<file path="src/rtl/jtag_tap_ir.sv">
// IEEE 1149.1 TAP controller with instruction register, BYPASS and optional IDCODE data register.
// Define JTAG_TAP_IDCODE_EN to include the IDCODE register and make IDCODE the reset instruction.
module jtag_tap_ir #(
  parameter int          IR_WIDTH     = 4,
  parameter int          IDCODE_OP    = 1,
  parameter logic [31:0] IDCODE_VALUE = 32'h1000_0001
) (
  input  logic                TCK,
  input  logic                TRST,
  input  logic                TMS,
  input  logic                TDI,
  output logic                TDO,
  output logic                TDO_EN,
  output logic [IR_WIDTH-1:0] IR,
  output logic [3:0]          State,
  output logic                CaptureDR,
  output logic                ShiftDR,
  output logic                UpdateDR,
  output logic                UserSel,
  input  logic                UserTDO
);

  typedef enum logic [3:0] {
    EXIT2_DR   = 4'h0,
    EXIT1_DR   = 4'h1,
    SHIFT_DR   = 4'h2,
    PAUSE_DR   = 4'h3,
    SELECT_IR  = 4'h4,
    UPDATE_DR  = 4'h5,
    CAPTURE_DR = 4'h6,
    SELECT_DR  = 4'h7,
    EXIT2_IR   = 4'h8,
    EXIT1_IR   = 4'h9,
    SHIFT_IR   = 4'hA,
    PAUSE_IR   = 4'hB,
    RUN_IDLE   = 4'hC,
    UPDATE_IR  = 4'hD,
    CAPTURE_IR = 4'hE,
    TLR        = 4'hF
  } tap_state_t;

  localparam logic [IR_WIDTH-1:0] BYPASS_OP   = {IR_WIDTH{1'b1}};
  localparam logic [IR_WIDTH-1:0] IDCODE_OP_W = IR_WIDTH'(IDCODE_OP);
  localparam logic [IR_WIDTH-1:0] IR_CAPTURE  = IR_WIDTH'(1);
`ifdef JTAG_TAP_IDCODE_EN
  localparam logic [IR_WIDTH-1:0] RESET_INSTR = IDCODE_OP_W;
`else
  localparam logic [IR_WIDTH-1:0] RESET_INSTR = BYPASS_OP;
`endif

  // Parameter sanity: refuse to elaborate an unusable configuration.
  if ((IR_WIDTH < 2) || (IR_WIDTH > 8)) begin : g_bad_ir_width
    $error("jtag_tap_ir: IR_WIDTH must be in 2..8");
  end
  if (IDCODE_VALUE[0] != 1'b1) begin : g_bad_idcode_value
    $error("jtag_tap_ir: IDCODE_VALUE bit 0 must be 1");
  end
  if ((IDCODE_OP < 0) || (IDCODE_OP >= (1 << IR_WIDTH) - 1)) begin : g_bad_idcode_op
    $error("jtag_tap_ir: IDCODE_OP must fit IR_WIDTH and differ from BYPASS");
  end

  tap_state_t          state_reg;
  tap_state_t          state_next;
  logic [IR_WIDTH-1:0] ir_shift_reg;
  logic [IR_WIDTH-1:0] ir_reg;
  logic [IR_WIDTH-1:0] ir_next;
  logic                bypass_reg;
  logic                tdo_reg;
  logic                tdo_next;
  logic                tdo_en_reg;
  logic                tdo_en_next;
  logic                bypass_sel;
  logic                idcode_sel;
  logic                user_sel;
  logic                idcode_bit;

  // ---------------------------------------------------------------------------
  // TAP state machine (posedge TCK)
  // ---------------------------------------------------------------------------
  always_ff @(posedge TCK or posedge TRST) begin
    if (TRST) begin
      state_reg <= TLR;
    end else begin
      state_reg <= state_next;
    end
  end

  always_comb begin
    state_next = TLR;
    case (state_reg)
      TLR:        state_next = TMS ? TLR        : RUN_IDLE;
      RUN_IDLE:   state_next = TMS ? SELECT_DR  : RUN_IDLE;
      SELECT_DR:  state_next = TMS ? SELECT_IR  : CAPTURE_DR;
      CAPTURE_DR: state_next = TMS ? EXIT1_DR   : SHIFT_DR;
      SHIFT_DR:   state_next = TMS ? EXIT1_DR   : SHIFT_DR;
      EXIT1_DR:   state_next = TMS ? UPDATE_DR  : PAUSE_DR;
      PAUSE_DR:   state_next = TMS ? EXIT2_DR   : PAUSE_DR;
      EXIT2_DR:   state_next = TMS ? UPDATE_DR  : SHIFT_DR;
      UPDATE_DR:  state_next = TMS ? SELECT_DR  : RUN_IDLE;
      SELECT_IR:  state_next = TMS ? TLR        : CAPTURE_IR;
      CAPTURE_IR: state_next = TMS ? EXIT1_IR   : SHIFT_IR;
      SHIFT_IR:   state_next = TMS ? EXIT1_IR   : SHIFT_IR;
      EXIT1_IR:   state_next = TMS ? UPDATE_IR  : PAUSE_IR;
      PAUSE_IR:   state_next = TMS ? EXIT2_IR   : PAUSE_IR;
      EXIT2_IR:   state_next = TMS ? UPDATE_IR  : SHIFT_IR;
      UPDATE_IR:  state_next = TMS ? SELECT_DR  : RUN_IDLE;
      default:    state_next = TLR;
    endcase
  end

  // ---------------------------------------------------------------------------
  // Data register selection decoded from the updated instruction
  // ---------------------------------------------------------------------------
`ifdef JTAG_TAP_IDCODE_EN
  assign bypass_sel = (ir_reg == BYPASS_OP);
  assign idcode_sel = (ir_reg == IDCODE_OP_W);
`else
  // Without the IDCODE register its opcode falls back to BYPASS behaviour.
  assign bypass_sel = (ir_reg == BYPASS_OP) || (ir_reg == IDCODE_OP_W);
  assign idcode_sel = 1'b0;
`endif
  assign user_sel = ~(bypass_sel | idcode_sel);

  // ---------------------------------------------------------------------------
  // Shift registers (posedge TCK); pause states simply hold contents
  // ---------------------------------------------------------------------------
  always_ff @(posedge TCK or posedge TRST) begin
    if (TRST) begin
      ir_shift_reg <= '0;
      bypass_reg   <= 1'b0;
    end else begin
      if (state_reg == CAPTURE_IR) begin
        ir_shift_reg <= IR_CAPTURE;
      end else if (state_reg == SHIFT_IR) begin
        ir_shift_reg <= {TDI, ir_shift_reg[IR_WIDTH-1:1]};
      end
      if (bypass_sel) begin
        if (state_reg == CAPTURE_DR) begin
          bypass_reg <= 1'b0;
        end else if (state_reg == SHIFT_DR) begin
          bypass_reg <= TDI;
        end
      end
    end
  end

`ifdef JTAG_TAP_IDCODE_EN
  logic [31:0] idcode_reg;

  always_ff @(posedge TCK or posedge TRST) begin
    if (TRST) begin
      idcode_reg <= IDCODE_VALUE;
    end else if (idcode_sel) begin
      if (state_reg == CAPTURE_DR) begin
        idcode_reg <= IDCODE_VALUE;
      end else if (state_reg == SHIFT_DR) begin
        idcode_reg <= {TDI, idcode_reg[31:1]};
      end
    end
  end

  assign idcode_bit = idcode_reg[0];
`else
  assign idcode_bit = 1'b0;
`endif

  // ---------------------------------------------------------------------------
  // Instruction update and serial output (negedge TCK)
  // ---------------------------------------------------------------------------
  always_comb begin
    ir_next = ir_reg;
    if (state_reg == UPDATE_IR) begin
      ir_next = ir_shift_reg;
    end else if (state_reg == TLR) begin
      ir_next = RESET_INSTR;
    end
  end

  always_comb begin
    tdo_next    = 1'b0;
    tdo_en_next = 1'b0;
    if (state_reg == SHIFT_IR) begin
      tdo_next    = ir_shift_reg[0];
      tdo_en_next = 1'b1;
    end else if (state_reg == SHIFT_DR) begin
      tdo_en_next = 1'b1;
      if (bypass_sel) begin
        tdo_next = bypass_reg;
      end else if (idcode_sel) begin
        tdo_next = idcode_bit;
      end else begin
        tdo_next = UserTDO;
      end
    end
  end

  // Launching on the falling edge gives the downstream device half a TCK of setup.
  always_ff @(negedge TCK or posedge TRST) begin
    if (TRST) begin
      ir_reg     <= RESET_INSTR;
      tdo_reg    <= 1'b0;
      tdo_en_reg <= 1'b0;
    end else begin
      ir_reg     <= ir_next;
      tdo_reg    <= tdo_next;
      tdo_en_reg <= tdo_en_next;
    end
  end

  // ---------------------------------------------------------------------------
  // Outputs
  // ---------------------------------------------------------------------------
  assign State     = state_reg;
  assign IR        = ir_reg;
  assign TDO       = tdo_reg;
  assign TDO_EN    = tdo_en_reg;
  assign UserSel   = user_sel;
  assign CaptureDR = (state_reg == CAPTURE_DR) && user_sel;
  assign ShiftDR   = (state_reg == SHIFT_DR) && user_sel;
  assign UpdateDR  = (state_reg == UPDATE_DR) && user_sel;

endmodule

</file>
<file path="config.mk">
export PLATFORM = sky130hd
export DESIGN_NAME = jtag_tap_ir
export DESIGN_NICKNAME = d
export VERILOG_FILES = /design/src/rtl/jtag_tap_ir.sv
export SDC_FILE = /design/constraint.sdc
export NUM_CORES = 1
export LEC_CHECK = 0
export CAP_MARGIN = 30
export CORE_MARGIN = 3
export CORE_UTILIZATION = 40
export CTS_BUF_LIST = sky130_fd_sc_hd__clkbuf_4 sky130_fd_sc_hd__clkbuf_8
export DETAILED_ROUTE_END_ITERATION = 12
export GPL_TIMING_DRIVEN = 0
export PLACE_DENSITY_LB_ADDON = 0.12
export SYNTH_ARGS = -nofsm -noshare
export SYNTH_HDL_FRONTEND = slang
export SYNTH_SLANG_ARGS = --single-unit
</file>
<file path="constraint.sdc">
create_clock -name TCK -period 2 [get_ports TCK]
set_clock_uncertainty 0.1 [all_clocks]
set_input_delay 0.4 -clock TCK [delete_from_list [all_inputs] [get_ports TCK]]
set_output_delay 0.4 -clock TCK [all_outputs]
set_load 0.02 [all_outputs]
</file>
==> reports/metrics.yaml, run 1 <==
setup_path:
  crit_fanout: 4
  worstSetupStartpointType: "flop"
  worstPathCellList: "or4b_4 -> nand2_4 -> nor4b_4 -> buf_4"
  critPathMaxStageDelay_ns: 0.53
  cp_data_arrival_time_ns: 2.70
  critPathKind: "reg2out"
  cp-end-kind: "primary output"
  crit_slowest_cell: "dfstp_2"
  required_ns: 1.50
yosys:
  synth.yosys.seq_area_share_pct: 51.8
  syn_area_per_cell_um2: 9.19
  yosysTopAreaCellShare_pct: 28.2
  syn_nets: 86
  syn_inst: 81
  yosysWarnings: 0
  synth_seq_cells: 15
  yosys-top-cells-area: "dfstp_2, dfrtp_1, nand2_1"
  ys_types: 25
  yosysTopAreaCell: "dfstp_2"
  syn_area_um2: 744
sta:
  rsz0062_at_grt: "true"
  setup_viol: 17
  worstMarginPinSlew_ns: 0.562
  slew_viol_final: 0
  slew_headroom_pct: 62.5
  tns_ns: -9.60
  hold_violations: 0
  setup_ws_ns: -1.20
placement:
  dp_cells: 123
  pre_cts_ws_ns: -1.28
  dp_hpwl_um: 1160
  routabilityCongestion: 0.834
  port_buffers: 18
cts:
  cts_root_buf: "clkbuf_4"
  clock_sinks: 15
  clock_latency_ns: 0.36
  cts_tree: "yes"
  clk_pin_slew_ns: 0.10
  htree_num_levels: 1
  cts_buffers: 3
  cts_buffer_depth: 2
power_and_ir_drop:
  fin_total_pwr_uw: 2070
  p_leak_uw: 0.000550
  switching_power_uw: 874
  peakVddDrop_v: 0.00111
  power_frac_seq_pct: 29.9
  p_int_uw: 1200
  p_sw_share_pct: 42.2
  pwr-share-clk_pct: 10.2
  power_frac_comb_pct: 59.9
  power_density_nw_per_um2: 1740
global_route:
  track_usage_pct: 16.7
  antenna_found_initial: 0
  gr-total-overflow: 0
  grt_pass1_vias: 725
  grt_pass1_wl_um: 3050
  grt_max_degree: 16
cells_and_area:
  stdcell_count: 138
  drive_gt1_share_pct: 49.1
  diodes: 0
  final_common_cell: "nand2_1"
  final_cell_mix: "nand2_1, buf_4, buf_6"
  layout.nets: 120
  area_growth_pct: 60.5
floorplanning:
  dieArea_um2: 2410
  core_area_um2: 1630
  die-height_um: 49.1
  pin_count: 19
  initial_core_util_pct: 45.7
  die_w_um: 49.1
  rows: 14
drt:
  vias_per_cell: 5.04
  drt_pass1_iterations: 4
  num_vias: 695
  initialDrtViolationCount: 7
  ant_nets: 0
  totalWireLength_um: 1810
  routedWlPerCell_um: 13.1
  drc_errors: 0
worst_hold_path:
  hold_path.class: "in2async"
status:
  status: "finished, violations left"
  violations: "setup timing"
job:
  cap_violations: 0
what timing repair did:
| action | CTS | global route |
|---|---|---|
| setup endpoints to repair | 17 | 18 |
| setup buffers | 7 | 1 |
| pin swaps | 6 | 3 |
| cloned | 0 | 0 |
| gates resized for setup | 67 | 8 |
| hold buffers | 0 | 0 |
critical path, delay by kind of cell (launching register included):
family	cells	cell delay [ns]
buffers and inverters	1	0.15
DFF	1	0.53
and+or+nand+nor	3	0.65
layer usage:
| layer | share of wire [%] | GRT usage [%] | up-vias |
|---|---|---|---|
| li1 | - | - | 341 |
| met1 | 41 | 16.9 | 334 |
| met2 | 52 | 30.6 | 16 |
| met3 | 4.5 | 3.98 | 4 |
| met4 | 1.8 | 9.95 | 0 |
| met5 | 0 | 0 | - |
cell type report:
| type | count | area (um2) |
|---|---|---|
| Buffer | 4 | 61.3 |
| Clock buffer | 3 | 22.5 |
| Clock inverter | 5 | 18.8 |
| Fill cell | 118 | 434 |
| Inverter | 6 | 22.5 |
| Multi-Input combinational cell | 55 | 404 |
| Sequential cell | 15 | 385 |
| Tap cell | 24 | 30.0 |
| Timing Repair Buffer | 26 | 250 |
logic make-up (layout without fill, tap and decap cells):
kind of cell | Yosys count | count (layout) | share of synthesized area [%]
flops | 15 | 15 | 51.8
simple gates | 35 | 35 | 23.2
compound gates | 18 | 18 | 16.5
mux | 2 | 2 | 3.02
buf+inv | 11 | 44 | 5.55
power by group through the flow:
stage / Combinational (uW) / Clock [uW] / Sequential [uW]
floorplan: 578 / 15.6 / 707
global placement: 1020 / 15.6 / 600
detailed placement: 1020 / 15.6 / 607
CTS: 1190 / 203 / 611
global route: 1340 / 227 / 640
finish: 1240 / 211 / 620
synth_stat cells:
| library cell | n |
|---|---|
| clkbuf_1 | 4 |
| nor3_1 | 2 |
| or2_2 | 1 |
| o22ai_1 | 1 |
| a21oi_1 | 2 |
| dfrtp_1 | 5 |
| dfrtn_1 | 2 |
| nor2_1 | 6 |
| inv_1 | 7 |
| a22o_1 | 1 |
| nand3_1 | 2 |
| dfstp_2 | 8 |
| a211oi_2 | 1 |
| or4b_4 | 1 |
| nand3b_1 | 1 |
| nand2b_1 | 3 |
| a311oi_2 | 1 |
| nor2b_1 | 2 |
| nor4b_1 | 1 |
| a221o_1 | 1 |
| nand4_1 | 1 |
| mux2_2 | 2 |
| nand2_1 | 15 |
| a21bo_1 | 1 |
| o21ai_0 | 10 |
final timing paths:
check	from	to	slack (ns)	cells after the start
min in group TCK	IR[2]	IR[2]	0.40	2
max in group asynchronous	TRST	IR[3]	0.11	2
max	IR[0]	CaptureDR	-1.20	4
min	TRST	ir_shift_reg[0]	0.35	2
max reg2reg	IR[0]	bypass_reg	-0.97	4
min reg2reg	IR[2]	IR[2]	0.40	2
metrics by stage:
| step | utilization [%] | hold WS (ns) | area [um2] |
|---|---|---|---|
| floorplan | - | 0.196 | 830 |
| global placement | 63.8 | 0.369 | 1040 |
| detailed placement | 63.8 | 0.377 | 1040 |
| CTS | 71.4 | 0.378 | 1160 |
| global route | 73.3 | 0.404 | 1190 |
| finish | 73.3 | 0.350 | 1190 |
Power figures use the tool's default switching activity.
==> inputs of run 2 (changes only) <==
ABC_AREA = 1   (was default)
DONT_BUFFER_PORTS = 1   (was default)
clock period = 4 ns   (was 2 ns; I/O delays follow)
==> reports/metrics.yaml, run 2 <==
global_route:
  gr-total-overflow: 0  # unchanged
  track_usage_pct: 14.7  # -2.0 points
  grt_max_degree: 16  # unchanged
  antenna_found_initial: 0  # unchanged
  grt_pass1_wl_um: 2930  # -3.8%
  grt_pass1_vias: 674  # -7.0%
yosys:
  yosysWarnings: 0  # unchanged
  yosysTopAreaCellShare_pct: 26.3  # -2.0 points
  syn_nets: 105  # +22%
  yosys_most_used_dff: "dfstp_2"
  yosys-top-cells-area: "dfstp_2, dfrtp_1, nand2_1"
  synth_commonest_cells: "nand2_1, inv_1, dfstp_2"
  syn_area_um2: 801  # +7.6%
  synth.yosys.seq_area_share_pct: 48.1  # -3.6 points
  syn_area_per_cell_um2: 8.01  # -13%
  yosysMostFrequentCell: "nand2_1"
  yosysTopAreaCell: "dfstp_2"
  ys_types: 23  # -8.0%
  synth-edff-count: 0  # unchanged
  postSynth.asyncResetShare_pct: 100  # unchanged
  syn_inst: 100  # +23%
  synth_seq_cells: 15  # unchanged
drt:
  routedWlPerCell_um: 12.4  # -5.3%
  ant_nets: 0  # unchanged
  drc_errors: 0  # unchanged
  vias_per_cell: 4.90  # -2.8%
  totalWireLength_um: 1660  # -8.0%
  drt_pass1_iterations: 4  # unchanged
  num_vias: 656  # -5.6%
  initialDrtViolationCount: 17  # +10
placement:
  post_dp_cell_area_um2: 878  # -16%
  dp_hpwl_um: 1220  # +5.3%
  port_buffers: 0  # -18
  routabilityCongestion: 0.829  # -0.59%
power_and_ir_drop:
  power_frac_comb_pct: 40.0  # -20 points
  p_int_uw: 489  # -59%
  fin_total_pwr_uw: 942  # -55%
  switching_power_uw: 453  # -48%
  power_frac_seq_pct: 42.0  # +12 points
  power_density_nw_per_um2: 981  # -43%
  p_sw_share_pct: 48.1  # +5.9 points
  p_leak_uw: 0.000475  # -14%
  peakVddDrop_v: 0.000389  # -65%
  pwr-share-clk_pct: 18.0  # +7.8 points
cells_and_area:
  diodes: 0  # unchanged
  final_common_cell: "nand2_1"
  final_cell_mix: "nand2_1, inv_1, dfstp_2"
  layout.nets: 115  # -4.2%
  drive_gt1_share_pct: 34.9  # -14 points
  area_growth_pct: 19.8
  finish.instance_area_um2: 960  # -20%
job:
  cap_violations: 0  # unchanged
setup_path:
  critPathKind: "reg2out"
  crit_fanout: 5  # +1
  critPathMaxStageDelay_ns: 0.61  # +0.08 ns
  r2r_slack_ns: 0.42  # +1.39 ns
  required_ns: 3.10  # +1.60 ns
  worstPathCellList: "nand2_1 -> inv_1 -> nand2_1 -> nand2_4 -> inv_1"
  cp_data_arrival_time_ns: 3.44  # +0.74 ns
  worstSetupStartpointType: "flop"
  crit_slowest_cell: "dfstp_2"
  cp-end-kind: "primary output"
sta:
  worstMarginPinSlew_ns: 0.568  # +0.00627 ns
  setup_viol: 4  # -13
  hold_violations: 0  # unchanged
  rsz0062_at_grt: "true"
  slew_viol_final: 0  # unchanged
  tns_ns: -1.35  # +8.26 ns
  slew_headroom_pct: 62.1  # -0.42 points
  setup_ws_ns: -0.343  # +0.854 ns
  holdWs_ns: 0.343  # -0.00715 ns
worst_hold_path:
  hold_path.class: "in2async"
floorplanning:
  die_w_um: 50.7  # +3.3%
  initial_core_util_pct: 44.4  # -1.3 points
  core_area_um2: 1800  # +11%
  die-height_um: 50.7  # +3.3%
  dieArea_um2: 2570  # +6.6%
  rows: 15  # +1
  pin_count: 19  # unchanged
cts:
  htree_num_levels: 1  # unchanged
  cts_buffer_depth: 2  # unchanged
  clock_latency_ns: 0.34  # -0.02 ns
  cts_buffers: 3  # unchanged
  clk_pin_slew_ns: 0.10  # about the same
  cts_tree: "yes"
  cts_root_buf: "clkbuf_4"
  clock_sinks: 15  # unchanged
status:
  violations: "setup timing"
  status: "finished, violations left"
run 2: cell count changes in the layout (fill, tap and decap cells not counted), moves of 3 or more:
cell             delta
nor3_4              +3
inv_2               +3
inv_1               +8
nand2_1            +12
buf_6               -9
nor2_2              +4
clkdlybuf4s50_1     -6
buf_4               -7
o21ai_2             -3
run 2: repair_timing:
item / CTS / global route
pin swaps: 1 / 0
buffers inserted: 2 / 0
hold buffers: 0 / 0
resized for setup: 1 / 0
setup endpoints to repair: 4 / 4
run 2: final timing paths:
check,from,to,cells past startpoint
setup / recovery,IR[2],UserSel,5
hold / removal,TRST,ir_shift_reg[3],1
setup reg to reg,State[0],TDO,7
hold reg to reg,bypass_reg,bypass_reg,2
max in group asynchronous,TRST,IR[0],1
min in group TCK,bypass_reg,bypass_reg,2
run 2: through the flow:
| stage | utilization (%) | setup WS, ns | std cells |
|---|---|---|---|
| 3_3_place_gp | 48.8 | -0.0691 | 125 |
| 4_1_cts | 53.3 | -0.353 | 134 |
| 6_report | 53.3 | -0.343 | 134 |
| 5_1_grt | 53.3 | -0.414 | 134 |
| 2_1_floorplan | - | -0.0170 | 100 |
| 3_5_place_dp | 48.8 | -0.0743 | 125 |
run 2: logic make-up (layout without fill, tap and decap cells):
family / Yosys count / after routing / synth area share, %
DFF: 15 / 15 / 48.1
buffers and inverters: 19 / 28 / 8.91
and+or+nand+nor: 50 / 50 / 30.3
AOI/OAI and AO/OA: 16 / 16 / 12.7
run 2: final cells by class:
cell class              instances  area (um2)
flip-flops and latches         15         385
repair buffers                  2        15.0
well taps                      25        31.3
clock inverters                 5        45.0
inverters                      18        67.6
fillers                       183         842
clock buffers                   3        22.5
multi-input cells              66         393
run 2: worst max-delay path: cells and delay by family (launching register included):
family | cells | cell delay (ns)
flip-flops | 1 | 0.61
AND/OR/NAND/NOR | 3 | 0.30
buffers and inverters | 2 | 0.19
run 2: power by group through the flow:
stage / Clock, uW / Combinational (uW) / Sequential [uW]
floorplan: 7.78 / 314 / 375
global placement: 7.78 / 360 / 396
detailed placement: 7.78 / 362 / 396
CTS: 172 / 377 / 396
global route: 185 / 425 / 406
finish: 169 / 377 / 396
run 2: layer usage:
layer  up-vias  share of wire (%)  GRT usage, %
met3         0                5.1          3.56
met5         -                  0             0
met1       300                 51          20.7
met2        18                 44          22.4
li1        338                  -             -
met4         0                  0          4.04
==> inputs of run 3 (changes only) <==
SKIP_LAST_GASP = 1   (was default)
clock period = 4.9 ns   (was 4 ns; I/O delays follow)
==> reports/metrics.yaml, run 3 (synthesized netlist as in run 2, its figures left out) <==
drt:
  initialDrtViolationCount: 3  # -14
  drt_pass1_iterations: 4  # unchanged
  num_vias: 667  # +1.7%
  drc_errors: 0  # unchanged
  routedWlPerCell_um: 13.0  # +5.1%
  ant_nets: 0  # unchanged
  totalWireLength_um: 1750  # +5.1%
  vias_per_cell: 4.98  # +1.7%
setup_path:
  r2r_slack_ns: 0.90  # +0.48 ns
  critPathTopFamily: "flip-flops"
  worstSetupStartpointType: "flop"
  crit_slowest_cell: "dfstp_2"
  crit_buf_inv: 1  # -1
  cp_data_arrival_time_ns: 3.93  # +0.49 ns
  regToRegEndpoint: "TDO"
  critPathMaxStageDelay_ns: 0.61  # about the same
  cp-end-kind: "primary output"
  critPathKind: "reg2out"
  r2r-start: "State[0]"
  required_ns: 3.82  # +0.72 ns
  r2r_cells: 7  # unchanged
  crit_fanout: 6  # +1
  worstPathCellList: "inv_2 -> nand3_4 -> nand2_8 -> nor3_4"
floorplanning:
  die-height_um: 50.7  # unchanged
  initial_core_util_pct: 44.4  # unchanged
  rows: 15  # unchanged
  pin_count: 19  # unchanged
  dieArea_um2: 2570  # unchanged
  core_area_um2: 1800  # unchanged
  die_w_um: 50.7  # unchanged
cells_and_area:
  stdcell_count: 134  # unchanged
  finish.instance_area_um2: 995  # +3.7%
  final_cell_mix: "nand2_1, inv_1, dfstp_2"
  layout.nets: 115  # unchanged
  diodes: 0  # unchanged
  final_common_cell: "nand2_1"
  drive_gt1_share_pct: 40.4  # +5.5 points
  area_growth_pct: 24.2
cts:
  htree_num_levels: 1  # unchanged
  clock_latency_ns: 0.35  # about the same
  cts_tree: "yes"
  cts_buffers: 3  # unchanged
  cts_root_buf: "clkbuf_4"
  clk_pin_slew_ns: 0.10  # about the same
  clock_sinks: 15  # unchanged
  cts_buffer_depth: 2  # unchanged
  cts_hold_buffers: 0  # unchanged
power_and_ir_drop:
  p_sw_share_pct: 48.4  # +0.31 points
  power_frac_comb_pct: 42.5  # +2.5 points
  p_int_uw: 417  # -15%
  peakVddDrop_v: 0.000450  # +16%
  p_leak_uw: 0.000482  # +1.4%
  switching_power_uw: 391  # -14%
  power_density_nw_per_um2: 813  # -17%
  pwr-share-clk_pct: 17.2  # -0.8 points
  power_frac_seq_pct: 40.4  # -1.6 points
sta:
  worstMarginPinSlew_ns: 0.570  # +0.00197 ns
  slew_viol_final: 0  # unchanged
  slew_headroom_pct: 61.9  # -0.13 points
  holdWs_ns: 0.414  # +0.0716 ns
  tns_ns: -0.368  # +0.977 ns
  setup_ws_ns: -0.107  # +0.236 ns
  rsz0062_at_grt: "true"
  setup_viol: 4  # unchanged
  hold_violations: 0  # unchanged
status:
  status: "finished, violations left"
  violations: "setup timing"
worst_hold_path:
  hold_path.class: "reg2reg"
  holdPathEnd: "bypass_reg"
  hold_path_startpoint: "bypass_reg"
  min_path_cells: 2
placement:
  dp_hpwl_um: 1260  # +2.8%
  post_dp_cell_area_um2: 832  # -5.3%
  pre_cts_ws_ns: -0.0683  # +0.00591 ns
  dp_cells: 125  # unchanged
  port_buffers: 0  # unchanged
  routabilityCongestion: 0.794  # -4.2%
global_route:
  antenna_found_initial: 0  # unchanged
  grt_pass1_wl_um: 3050  # +4.0%
  gr-total-overflow: 0  # unchanged
  grt_max_degree: 16  # unchanged
  grt_pass1_vias: 705  # +4.6%
  track_usage_pct: 16.3  # +1.6 points
job:
  cap_violations: 0  # unchanged
[run 3: cell count changes in the layout (fill, tap and decap cells not counted)]
| cell | previous run | this run |
|---|---|---|
| nand2_8 | 0 | 1 |
| nand2_1 | 22 | 19 |
| buf_4 | 2 | 1 |
| buf_6 | 0 | 1 |
| nand2_2 | 5 | 7 |
| inv_4 | 0 | 1 |
| inv_2 | 5 | 7 |
| inv_1 | 16 | 13 |
| nand3_2 | 2 | 1 |
| nand3_4 | 0 | 1 |
[run 3: what timing repair did]
item                       in CTS  in global routing
resized for setup              14                  8
pin swaps                       2                  5
setup endpoints to repair       4                  4
buffers inserted                1                  1
[run 3: worst max-delay path by stage]
stage                      from   endpoint  slack (ns)  cells past startpoint
after global placement    IR[1]    ShiftDR       -0.06                      4
after CTS                 IR[3]  CaptureDR       -0.17                      4
after detailed placement  IR[1]  CaptureDR       -0.07                      4
after floorplan           IR[1]  CaptureDR        0.05                      4
final                     IR[1]  CaptureDR       -0.11                      4
after global routing      IR[1]  CaptureDR       -0.19                      4
[run 3: stage by stage]
step,util [%],total power (uW)
after CTS,53.1,780
after floorplan,-,533
after global placement,46.2,587
final,55.2,808
after detailed placement,46.2,591
after global routing,55.2,877
[run 3: power by group through the flow]
stage          clock, uW  sequential, uW  combinational, uW
6_report             139             326                343
3_5_place_dp        6.35             325                260
3_3_place_gp        6.35             324                256
2_1_floorplan       6.35             305                221
4_1_cts              142             325                313
5_1_grt              151             340                386
[run 3: worst reg2reg max path: stages (launching register included)]
cell and delay (ns):
dfstp_2 0.65, inv_2 0.10, nand2_4 0.14, nor2_2 0.06, nand2_2 0.08, clkinv_1 0.09
nand2_1 0.10, nand3_2 0.07
[run 3: area by class of cell]
class / instances / area [um2]
fillers: 197 / 807
repair buffers: 2 / 18.8
clock inverters: 5 / 45.0
clock buffers: 3 / 22.5
flip-flops and latches: 15 / 385
multi-input cells: 66 / 422
inverters: 18 / 70.1
well taps: 25 / 31.3
[run 3: routing by layer]
metal | vias up | share of wire, % | track usage (%)
li1 | 339 | - | -
met1 | 305 | 40 | 17.4
met2 | 19 | 53 | 28.7
met3 | 4 | 5.9 | 5.93
met4 | 0 | 1.5 | 6.73
met5 | - | 0 | 0
